<file path="src/rtl/async_fifo_pkg.sv">
// rtl/async_fifo_pkg.sv - pointer coding helpers shared by both sides of the async FIFO
package async_fifo_pkg;

  localparam int SYNC_STAGES_MIN = 2;
  localparam int SYNC_STAGES_MAX = 4;

  // Helpers work on 32-bit zero-extended pointers; callers cast back to AW+1 bits.
  function automatic logic [31:0] bin2gray(input logic [31:0] b);
    return b ^ (b >> 1);
  endfunction

  function automatic logic [31:0] gray2bin(input logic [31:0] g);
    logic [31:0] b;
    b[31] = g[31];
    for (int i = 30; i >= 0; i--) begin
      b[i] = b[i+1] ^ g[i];
    end
    return b;
  endfunction

  // Full when the write pointer is one lap ahead: top two Gray bits inverted, rest equal.
  function automatic logic full_cmp(input logic [31:0] wr_gray,
                                    input logic [31:0] rd_gray,
                                    input int          aw);
    logic [31:0] mask;
    mask = 32'd3 << (aw - 1);
    return wr_gray == (rd_gray ^ mask);
  endfunction

endpackage

</file>
<file path="src/rtl/async_fifo_gray_sync.sv">
// rtl/async_fifo_gray_sync.sv - multi-flop synchronizer for a Gray-coded pointer
module async_fifo_gray_sync
  import async_fifo_pkg::*;
#(
  parameter int W      = 6,
  parameter int STAGES = 2
) (
  input  logic         clk,
  input  logic         reset,
  input  logic [W-1:0] d,
  output logic [W-1:0] q
);

  if (STAGES < SYNC_STAGES_MIN || STAGES > SYNC_STAGES_MAX) begin : g_bad_stages
    $error("async_fifo_gray_sync: STAGES out of range");
  end

  logic [W-1:0] chain [STAGES];

  always_ff @(posedge clk or posedge reset) begin
    if (reset) begin
      for (int i = 0; i < STAGES; i++) begin
        chain[i] <= '0;
      end
    end else begin
      chain[0] <= d;
      for (int i = 1; i < STAGES; i++) begin
        chain[i] <= chain[i-1];
      end
    end
  end

  assign q = chain[STAGES-1];

endmodule

</file>
<file path="src/rtl/async_fifo_write_side_ctrl.sv">
// rtl/async_fifo_write_side_ctrl.sv - write-domain pointer, full and occupancy control of the async FIFO
module async_fifo_write_side_ctrl
  import async_fifo_pkg::*;
#(
  parameter int AW          = 5,
  parameter int DW          = 32,
  parameter int SYNC_STAGES = 2
) (
  input  logic          clk,
  input  logic          reset,
  input  logic          wr_en_dft,
  input  logic          wr_pvld,
  output logic          wr_prdy,
  input  logic [DW-1:0] wr_pd,
  output logic          ram_we,
  output logic [AW-1:0] ram_wa,
  output logic [DW-1:0] ram_wd,
  output logic [AW:0]   wr_ptr_gray,
  input  logic [AW:0]   rd_ptr_gray,
  output logic [AW:0]   wr_count
);

  logic [AW:0] wr_ptr_bin;
  logic [AW:0] next_wr_bin;
  logic [AW:0] next_wr_gray;
  logic [AW:0] rd_sync_gray;
  logic [AW:0] rd_sync_bin;
  logic        full_q;
  logic        full_next;
  logic        transfer;

  async_fifo_gray_sync #(
    .W      (AW + 1),
    .STAGES (SYNC_STAGES)
  ) u_rd_sync (
    .clk   (clk),
    .reset (reset),
    .d     (rd_ptr_gray),
    .q     (rd_sync_gray)
  );

  assign wr_prdy  = !full_q & wr_en_dft;
  assign transfer = wr_pvld & wr_prdy;
  assign ram_we   = transfer;
  assign ram_wa   = wr_ptr_bin[AW-1:0];
  assign ram_wd   = wr_pd;

  always_comb begin
    next_wr_bin  = wr_ptr_bin + {{AW{1'b0}}, transfer};
    next_wr_gray = (AW + 1)'(bin2gray(32'(next_wr_bin)));
    rd_sync_bin  = (AW + 1)'(gray2bin(32'(rd_sync_gray)));
    full_next    = full_cmp(32'(next_wr_gray), 32'(rd_sync_gray), AW);
  end

  // full_q resets high so nothing is accepted until the first post-reset edge.
  always_ff @(posedge clk or posedge reset) begin
    if (reset) begin
      wr_ptr_bin  <= '0;
      wr_ptr_gray <= '0;
      wr_count    <= '0;
      full_q      <= 1'b1;
    end else begin
      wr_ptr_bin  <= next_wr_bin;
      wr_ptr_gray <= next_wr_gray;
      wr_count    <= next_wr_bin - rd_sync_bin;
      full_q      <= full_next;
    end
  end

endmodule

</file>
<file path="config.mk">
export PLATFORM = sky130hd
export DESIGN_NAME = async_fifo_write_side_ctrl
export DESIGN_NICKNAME = d
export VERILOG_FILES = /design/src/rtl/async_fifo_pkg.sv /design/src/rtl/async_fifo_gray_sync.sv /design/src/rtl/async_fifo_write_side_ctrl.sv
export SDC_FILE = /design/constraint.sdc
export NUM_CORES = 1
export LEC_CHECK = 0
export BUFFER_PORTS_ARGS = -buffer_cell sky130_fd_sc_hd__buf_2
export CORE_ASPECT_RATIO = 0.7
export CORE_MARGIN = 4
export CORE_UTILIZATION = 47
export DETAILED_ROUTE_END_ITERATION = 12
export GPL_TIMING_DRIVEN = 1
export PLACE_DENSITY = 0.85
export SLEW_MARGIN = 30
export SYNTH_ARGS = -nofsm -noshare
export SYNTH_HDL_FRONTEND = slang
export SYNTH_SLANG_ARGS = --single-unit
</file>
<file path="constraint.sdc">
create_clock -name clk -period 5.7 [get_ports clk]
set_input_delay 0.57 -clock clk [delete_from_list [all_inputs] [get_ports clk]]
set_output_delay 0.57 -clock clk [all_outputs]
set_load 0.05 [all_outputs]
</file>
==> results of run 1 <==
==> kinds of logic after synthesis <==
logic type,Yosys count
buffers and inverters,43
DFF,30
xor gates and xnor gates,26
and+or+nand+nor,23
adders and majority gates,8
AOI/OAI and AO/OA,7
muxes,1
==> worst max-delay path: stages, from the launching register on <==
cell,delay [ns]
dfstp_2,0.52
nor2b_1,0.04
and2_1,0.17
ha_1,0.23
ha_1,0.27
nand3_1,0.13
xor2_1,0.33
inv_1,0.10
ha_1,0.33
nor2_1,0.06
a311oi_2,0.26
xnor2_1,0.10
==> metrics by stage <==
step           total power (uW)  utilization, %
3_5_place_dp                963            48.4
4_1_cts                    1140            51.3
3_3_place_gp                946            48.4
5_1_grt                    1210            51.3
2_1_floorplan               897               -
6_report                   1130            51.3
==> cell usage after synthesis (all sizes together) <==
master  count  share of area (%)
buf        34                 16
dfrtp      29                 45
xnor2      15                8.7
inv         9                2.1
xor2        9                5.4
ha          7                5.5
nand2       6                1.4
nand3       4                1.2
nor3        4                1.2
nor2        3               0.70
xnor3       2                2.8
a21boi      1               0.47
a21o        1               0.55
a21oi       1               0.31
a221oi      1               0.94
a311oi      1               0.94
and2        1               0.39
and2b       1               0.47
and3        1               0.39
dfstp       1                1.6
fa          1                1.2
mux2i       1               0.62
nand3b      1               0.47
nor2b       1               0.39
o2111a      1               0.70
o21ai       1               0.31
or3         1               0.39
==> worst paths after layout <==
check	from	to	slack, ns	cells past startpoint
max	full_q	wr_count[5]	3.03	11
min reg2reg	u_rd_sync.chain[9]	u_rd_sync.q[3]	0.35	0
max reg2reg	full_q	wr_count[5]	3.03	11
max in group asynchronous	reset	wr_ptr_bin[4]	4.95	2
min	u_rd_sync.chain[9]	u_rd_sync.q[3]	0.35	0
min in group asynchronous	reset	u_rd_sync.chain[6]	0.36	2
==> report_power, final <==
group          switching, uW  internal, uW  total [uW]
Combinational            418           209         626
Sequential              44.9           283         328
Clock                   77.5          96.8         174
==> metal layers <==
| layer | share of wire, % | routed length (um) | vias up |
|---|---|---|---|
| met5 | 0 | 0 | - |
| met4 | 4.3 | 107 | 0 |
| met3 | 9.7 | 244 | 20 |
| met2 | 41 | 1030 | 41 |
| met1 | 45 | 1120 | 412 |
| li1 | - | - | 411 |
==> cell type report <==
cell class / instances / area [um2]
Inverter: 9 / 33.8
Tap cell: 47 / 58.8
Fill cell: 283 / 1560
Sequential cell: 30 / 752
Clock buffer: 6 / 82.6
Clock inverter: 2 / 12.5
Multi-Input combinational cell: 65 / 569
Timing Repair Buffer: 28 / 140
==> registers in the layout (all words and copies together), names as in the netlist <==
| register | cells |
|---|---|
| u_rd_sync.chain | 6 |
| u_rd_sync.q | 6 |
| wr_count | 6 |
| wr_ptr_bin | 6 |
| wr_ptr_gray | 5 |
| full_q | 1 |
==> summary.txt, run 1 <==
Layout
  – Fin area: 1650 um2
  – Most frequent cells in the layout: dfrtp_1, buf_2, xnor2_1
  – Proportion of layout cells with a drive suffix above 1: 31.4%
  – Final layout net count: 189
  – N_diodes: 0
  – Non-filler cells, final: 187
  – Area grow syn2layout: 2.73%
  – Commonest non-fill, non-tap cell in the layout: dfrtp_1

Timing
  – Fin crit share: 46.8%
  – Hold_ws: 0.347 ns
  – Final hold vios: 0
  – Minimum clock period: 2.67 ns
  – Fmax: 0.375 GHz
  – Clock skew: 0.00488 ns
  – Relative slew slack: 59.7%
  – Fin worst setup slack: 3.03 ns
  – Post-Route Setup TNS: 0 ns
  – Worst-margin pin slew: 0.604 ns
  – Fin. max-slew vios: 0
  – RSZ-0062 raised after global routing: false
  – Setup violators final: 0

Placed design
  – Post-Place Cell Area: 1550 um2
  – Placed cells: 179
  – DP HPWL: 1930 um
  – Global placement routability congestion: 0.869
  – Pre-CTS setup slack: 2.81 ns
  – Port-buffer cells: 28

Route
  – DRC Markers: 0
  – Drt total wl: 2500 um
  – Vias after detailed routing: 884
  – Iter 0 DRT Violations: 19
  – Avg WL per Cell: 13.4 um
  – Via density: 4.73
  – Final antenna-violating net count: 0
  – Drt pass-1 iters: 4

Clock tree
  – CTS root buffer: clkbuf_8
  – Clk_lat worst skew: 0.28 ns
  – Post-CTS setup buffers: 0
  – CTS tree: done
  – H-tree levels: 2
  – Post-CTS sizing: 0
  – Sink Count: 30
  – Clk slew on worst S/H paths: 0.06 ns
  – CTS Buf Count: 5
  – Clk buf depth: 2
  – Hold_buf cts: 0

Yosys
  – Mapped Cells: 138
  – YS warnings: 0
  – Post-Synth Simple-Gate Area: 7.09%
  – Synthesis-stage register bit count: 30
  – Avg Cell Area, Syn: 11.6 um2
  – Unique masters post-synth: 31
  – Post-Synth Adder-Cell Area: 6.70%
  – Main combinational cell family by area after synthesis: buffers and inverters
  – Xor and xnor area share after synthesis: 16.8%
  – Mux contribution to synthesized area: 0.624%
  – Post-synthesis compound-gate area fraction: 4.21%
  – Post-Syn Area: 1610 um2
  – Post-synthesis sequential area ratio: 46.8%
  – Mapped Nets: 188

Job
  – Max-Cap Viols: 0

Hold path
  – Min-Delay Path Class: reg -> reg

Floorplanning
  – Core area: 3210 um2
  – Starting Density: 50.0%
  – Die Span X: 77.9 um
  – Die Height: 56.9 um
  – Row count: 17
  – Top Ports: 93
  – Die area: 4430 um2

Pwr
  – Pleak: 0.000816 uW
  – Cell Pwr Density: 684 nW/um2
  – Peak supply drop: 0.319 mV

Global route
  – Largest net degree at the start of global routing: 31
  – Met2 Use GR: 16.5%
  – First-pass GRT wire length: 4240 um
  – Met1 Usage GRT: 15.9%
  – Number of global-route vias before repair: 910
  – Top Usage Layer GRT: met2
  – Gr usage total: 12.7%
  – Grt met3 use: 7.21%
  – Initial antenna violation count: 0
  – Grt ovf: 0

Worst setup path
  – Worst EP arrival: 2.83 ns
  – CP startpoint kind: flip-flop
  – Crit-path max FO: 5
  – CP Capture Type: flip-flop
  – Required @ worst endpoint: 5.86 ns
  – Setup CP Type: reg -> reg

Outcome
  – Status: completed
No activity file was read; power rests on OpenSTA's default activity.
==> run 2: changes to the inputs <==
--- a/config.mk
+++ b/config.mk
@@ -8,10 +8,10 @@
 export BUFFER_PORTS_ARGS = -buffer_cell sky130_fd_sc_hd__buf_2
 export CORE_ASPECT_RATIO = 0.7
 export CORE_MARGIN = 4
-export CORE_UTILIZATION = 47
+export CORE_UTILIZATION = 43
 export DETAILED_ROUTE_END_ITERATION = 12
 export GPL_TIMING_DRIVEN = 1
-export PLACE_DENSITY = 0.85
+export PLACE_DENSITY = 0.79
 export SLEW_MARGIN = 30
 export SYNTH_ARGS = -nofsm -noshare
 export SYNTH_HDL_FRONTEND = slang
==> constraint.sdc (replaced) <==
create_clock -name clk -period 2.49 [get_ports clk]
set_input_delay 0.249 -clock clk [delete_from_list [all_inputs] [get_ports clk]]
set_output_delay 0.249 -clock clk [all_outputs]
set_load 0.05 [all_outputs]
==> summary.txt, run 2 (synthesis results as in run 1) <==
Outcome
  – Status: completed

Route
  – Vias after detailed routing: 918 (+3.8%)
  – Met3 WL: 271 um (+11%)
  – Final antenna-violating net count: 0 (unchanged)
  – Iter 0 DRT Violations: 23 (+4)
  – Avg WL per Cell: 13.9 um (+4.1%)
  – Drt total wl: 2800 um (+12%)
  – Met2 routed WL: 1130 um (+9.8%)
  – Drt pass-1 iters: 4 (unchanged)
  – Via density: 4.57 (-3.4%)
  – Topmost layer with routed signal wires: met4
  – DRC Markers: 0 (unchanged)
  – Met1 wire length: 1230 um (+9.3%)

Layout
  – Final layout net count: 200 (+5.8%)
  – Commonest non-fill, non-tap cell in the layout: dfrtp_1
  – Area grow syn2layout: 14.0%
  – Footprint of the multi-input gates: 668 um2 (+17%)
  – Filler cells: 325 (+15%)
  – N_diodes: 0 (unchanged)
  – FF/Latch Area: 752 um2 (unchanged)
  – Most frequent cells in the layout: dfrtp_1, buf_2, xnor2_1
  – Proportion of layout cells with a drive suffix above 1: 43.7% (+12 points)

Pwr
  – Cell Pwr Density: 1510 nW/um2 (+120%)
  – Pleak: 0.000888 uW (+8.8%)
  – Peak supply drop: 0.724 mV (+130%)

Clock tree
  – H-tree levels: 2 (unchanged)
  – Clk slew on worst S/H paths: 0.06 ns (about the same)
  – CTS tree: done
  – Clk_lat worst skew: 0.28 ns (about the same)
  – Sink Count: 30 (unchanged)
  – CTS root buffer: clkbuf_8
  – Clk buf depth: 2 (unchanged)
  – CTS Buf Count: 5 (unchanged)

Timing
  – Hold_ws: 0.0291 ns (-0.318 ns)
  – Fin crit share: 97.1% (+50 points)
  – Worst-margin pin slew: 0.399 ns (-0.205 ns)
  – Fin worst setup slack: 0.0729 ns (-2.96 ns)
  – Final hold vios: 0 (unchanged)
  – Setup violators final: 0 (unchanged)
  – Relative slew slack: 73.2% (+14 points)
  – Fmax: 0.414 GHz (+10%)
  – Minimum clock period: 2.42 ns (-0.253 ns)
  – Clock skew: 0.00365 ns (-0.00123 ns)
  – Fin. max-slew vios: 0 (unchanged)

Worst setup path
  – Worst EP arrival: 2.61 ns (-0.22 ns)
  – CP Capture Type: flip-flop
  – CP peak stage delay: 0.43 ns (-0.09 ns)
  – Cells along the critical path: xnor2_2 > xnor2_4 > xor2_2 > xnor2_1 > ha_2 > fa_2 > and2b_1 > a221oi_2 > xnor2_1
  – CP startpoint kind: flip-flop
  – Required @ worst endpoint: 2.69 ns (-3.17 ns)
  – CP max stage cell: dfrtp_1
  – Setup CP Type: reg -> reg
  – Crit-path max FO: 3 (-2)
  – Critical path's most frequent cell: xnor2_1

Global route
  – Number of global-route vias before repair: 935 (+2.7%)
  – First-pass GRT wire length: 4400 um (+3.8%)
  – Grt ovf: 0 (unchanged)
  – Gr usage total: 12.7% (-0.021 points)
  – Largest net degree at the start of global routing: 31 (unchanged)
  – Initial antenna violation count: 0 (unchanged)

Hold path
  – Min-Delay Path Class: in -> async

Placed design
  – Port-buffer cells: 28 (unchanged)
  – Pre-CTS setup slack: -0.0548 ns (-2.86 ns)
  – DP HPWL: 2030 um (+5.6%)
  – Global placement routability congestion: 0.821 (-5.5%)

Floorplanning
  – Starting Density: 45.1% (-4.9 points)
  – Die area: 4790 um2 (+8.2%)
  – Top Ports: 93 (unchanged)
  – Row count: 18 (+1)
  – Die Span X: 81.0 um (+4.1%)
  – Die Height: 59.1 um (+3.9%)
  – Core area: 3560 um2 (+11%)

Job
  – Max-Cap Viols: 0 (unchanged)
run 2: area by class of cell:
| class | count | area share [%] |
|---|---|---|
| well taps | 50 | 3.42 |
| repair buffers | 39 | 12.2 |
| multi-input cells | 65 | 36.5 |
| inverters | 9 | 1.85 |
| flip-flops and latches | 30 | 41.1 |
| clock inverters | 1 | 0.273 |
| clock buffers | 7 | 4.72 |
run 2: final timing paths:
check / startpoint / end / slack [ns] / depth (start not counted)
hold reg to reg: u_rd_sync.chain[8] / u_rd_sync.q[2] / 0.35 / 0
setup reg to reg: u_rd_sync.q[3] / wr_count[4] / 0.07 / 9
max in group asynchronous: reset / full_q / 2.16 / 3
min in group clk: rd_ptr_gray[1] / u_rd_sync.chain[7] / 0.07 / 1
hold / removal: reset / u_rd_sync.chain[6] / 0.03 / 3
setup / recovery: u_rd_sync.q[3] / wr_count[4] / 0.07 / 9
run 2: power by group:
| part | total (uW) | switching [uW] | internal, uW |
|---|---|---|---|
| sequential | 765 | 116 | 648 |
| combinational | 1610 | 1010 | 598 |
| clock | 390 | 168 | 222 |
run 2: routing by layer:
metal  track usage, %  vias up
met5                0        -
li1                 -      435
met4             11.1        0
met1             15.9      415
met2             16.7       38
met3             5.17       30
run 2: critical path: cells and delay by family, from the launching register on:
family                   cells  cell delay (ns)
XOR/XNOR                     5             1.03
flip-flops                   1             0.43
AND/OR/NAND/NOR              1             0.18
adder cells (fa/ha/maj)      2             0.44
AO/OA/AOI/OAI                1             0.24
run 2: what timing repair did:
action	CTS	global route
resized for setup	1	5
setup buffers	1	5
pin swaps	1	8
setup endpoints to repair	1	1
hold buffers	0	0
run 2: metrics by stage:
step	instance area, um2	total power (uW)	util, %	std cells	TNS, ns
6_report	1830	2760	51.4	201	0
2_1_floorplan	1670	2120	-	138	0
5_1_grt	1830	2940	51.4	201	-0.0672
3_5_place_dp	1660	2310	46.5	187	-0.0548
4_1_cts	1760	2730	49.5	196	0
3_3_place_gp	1660	2270	46.5	187	0
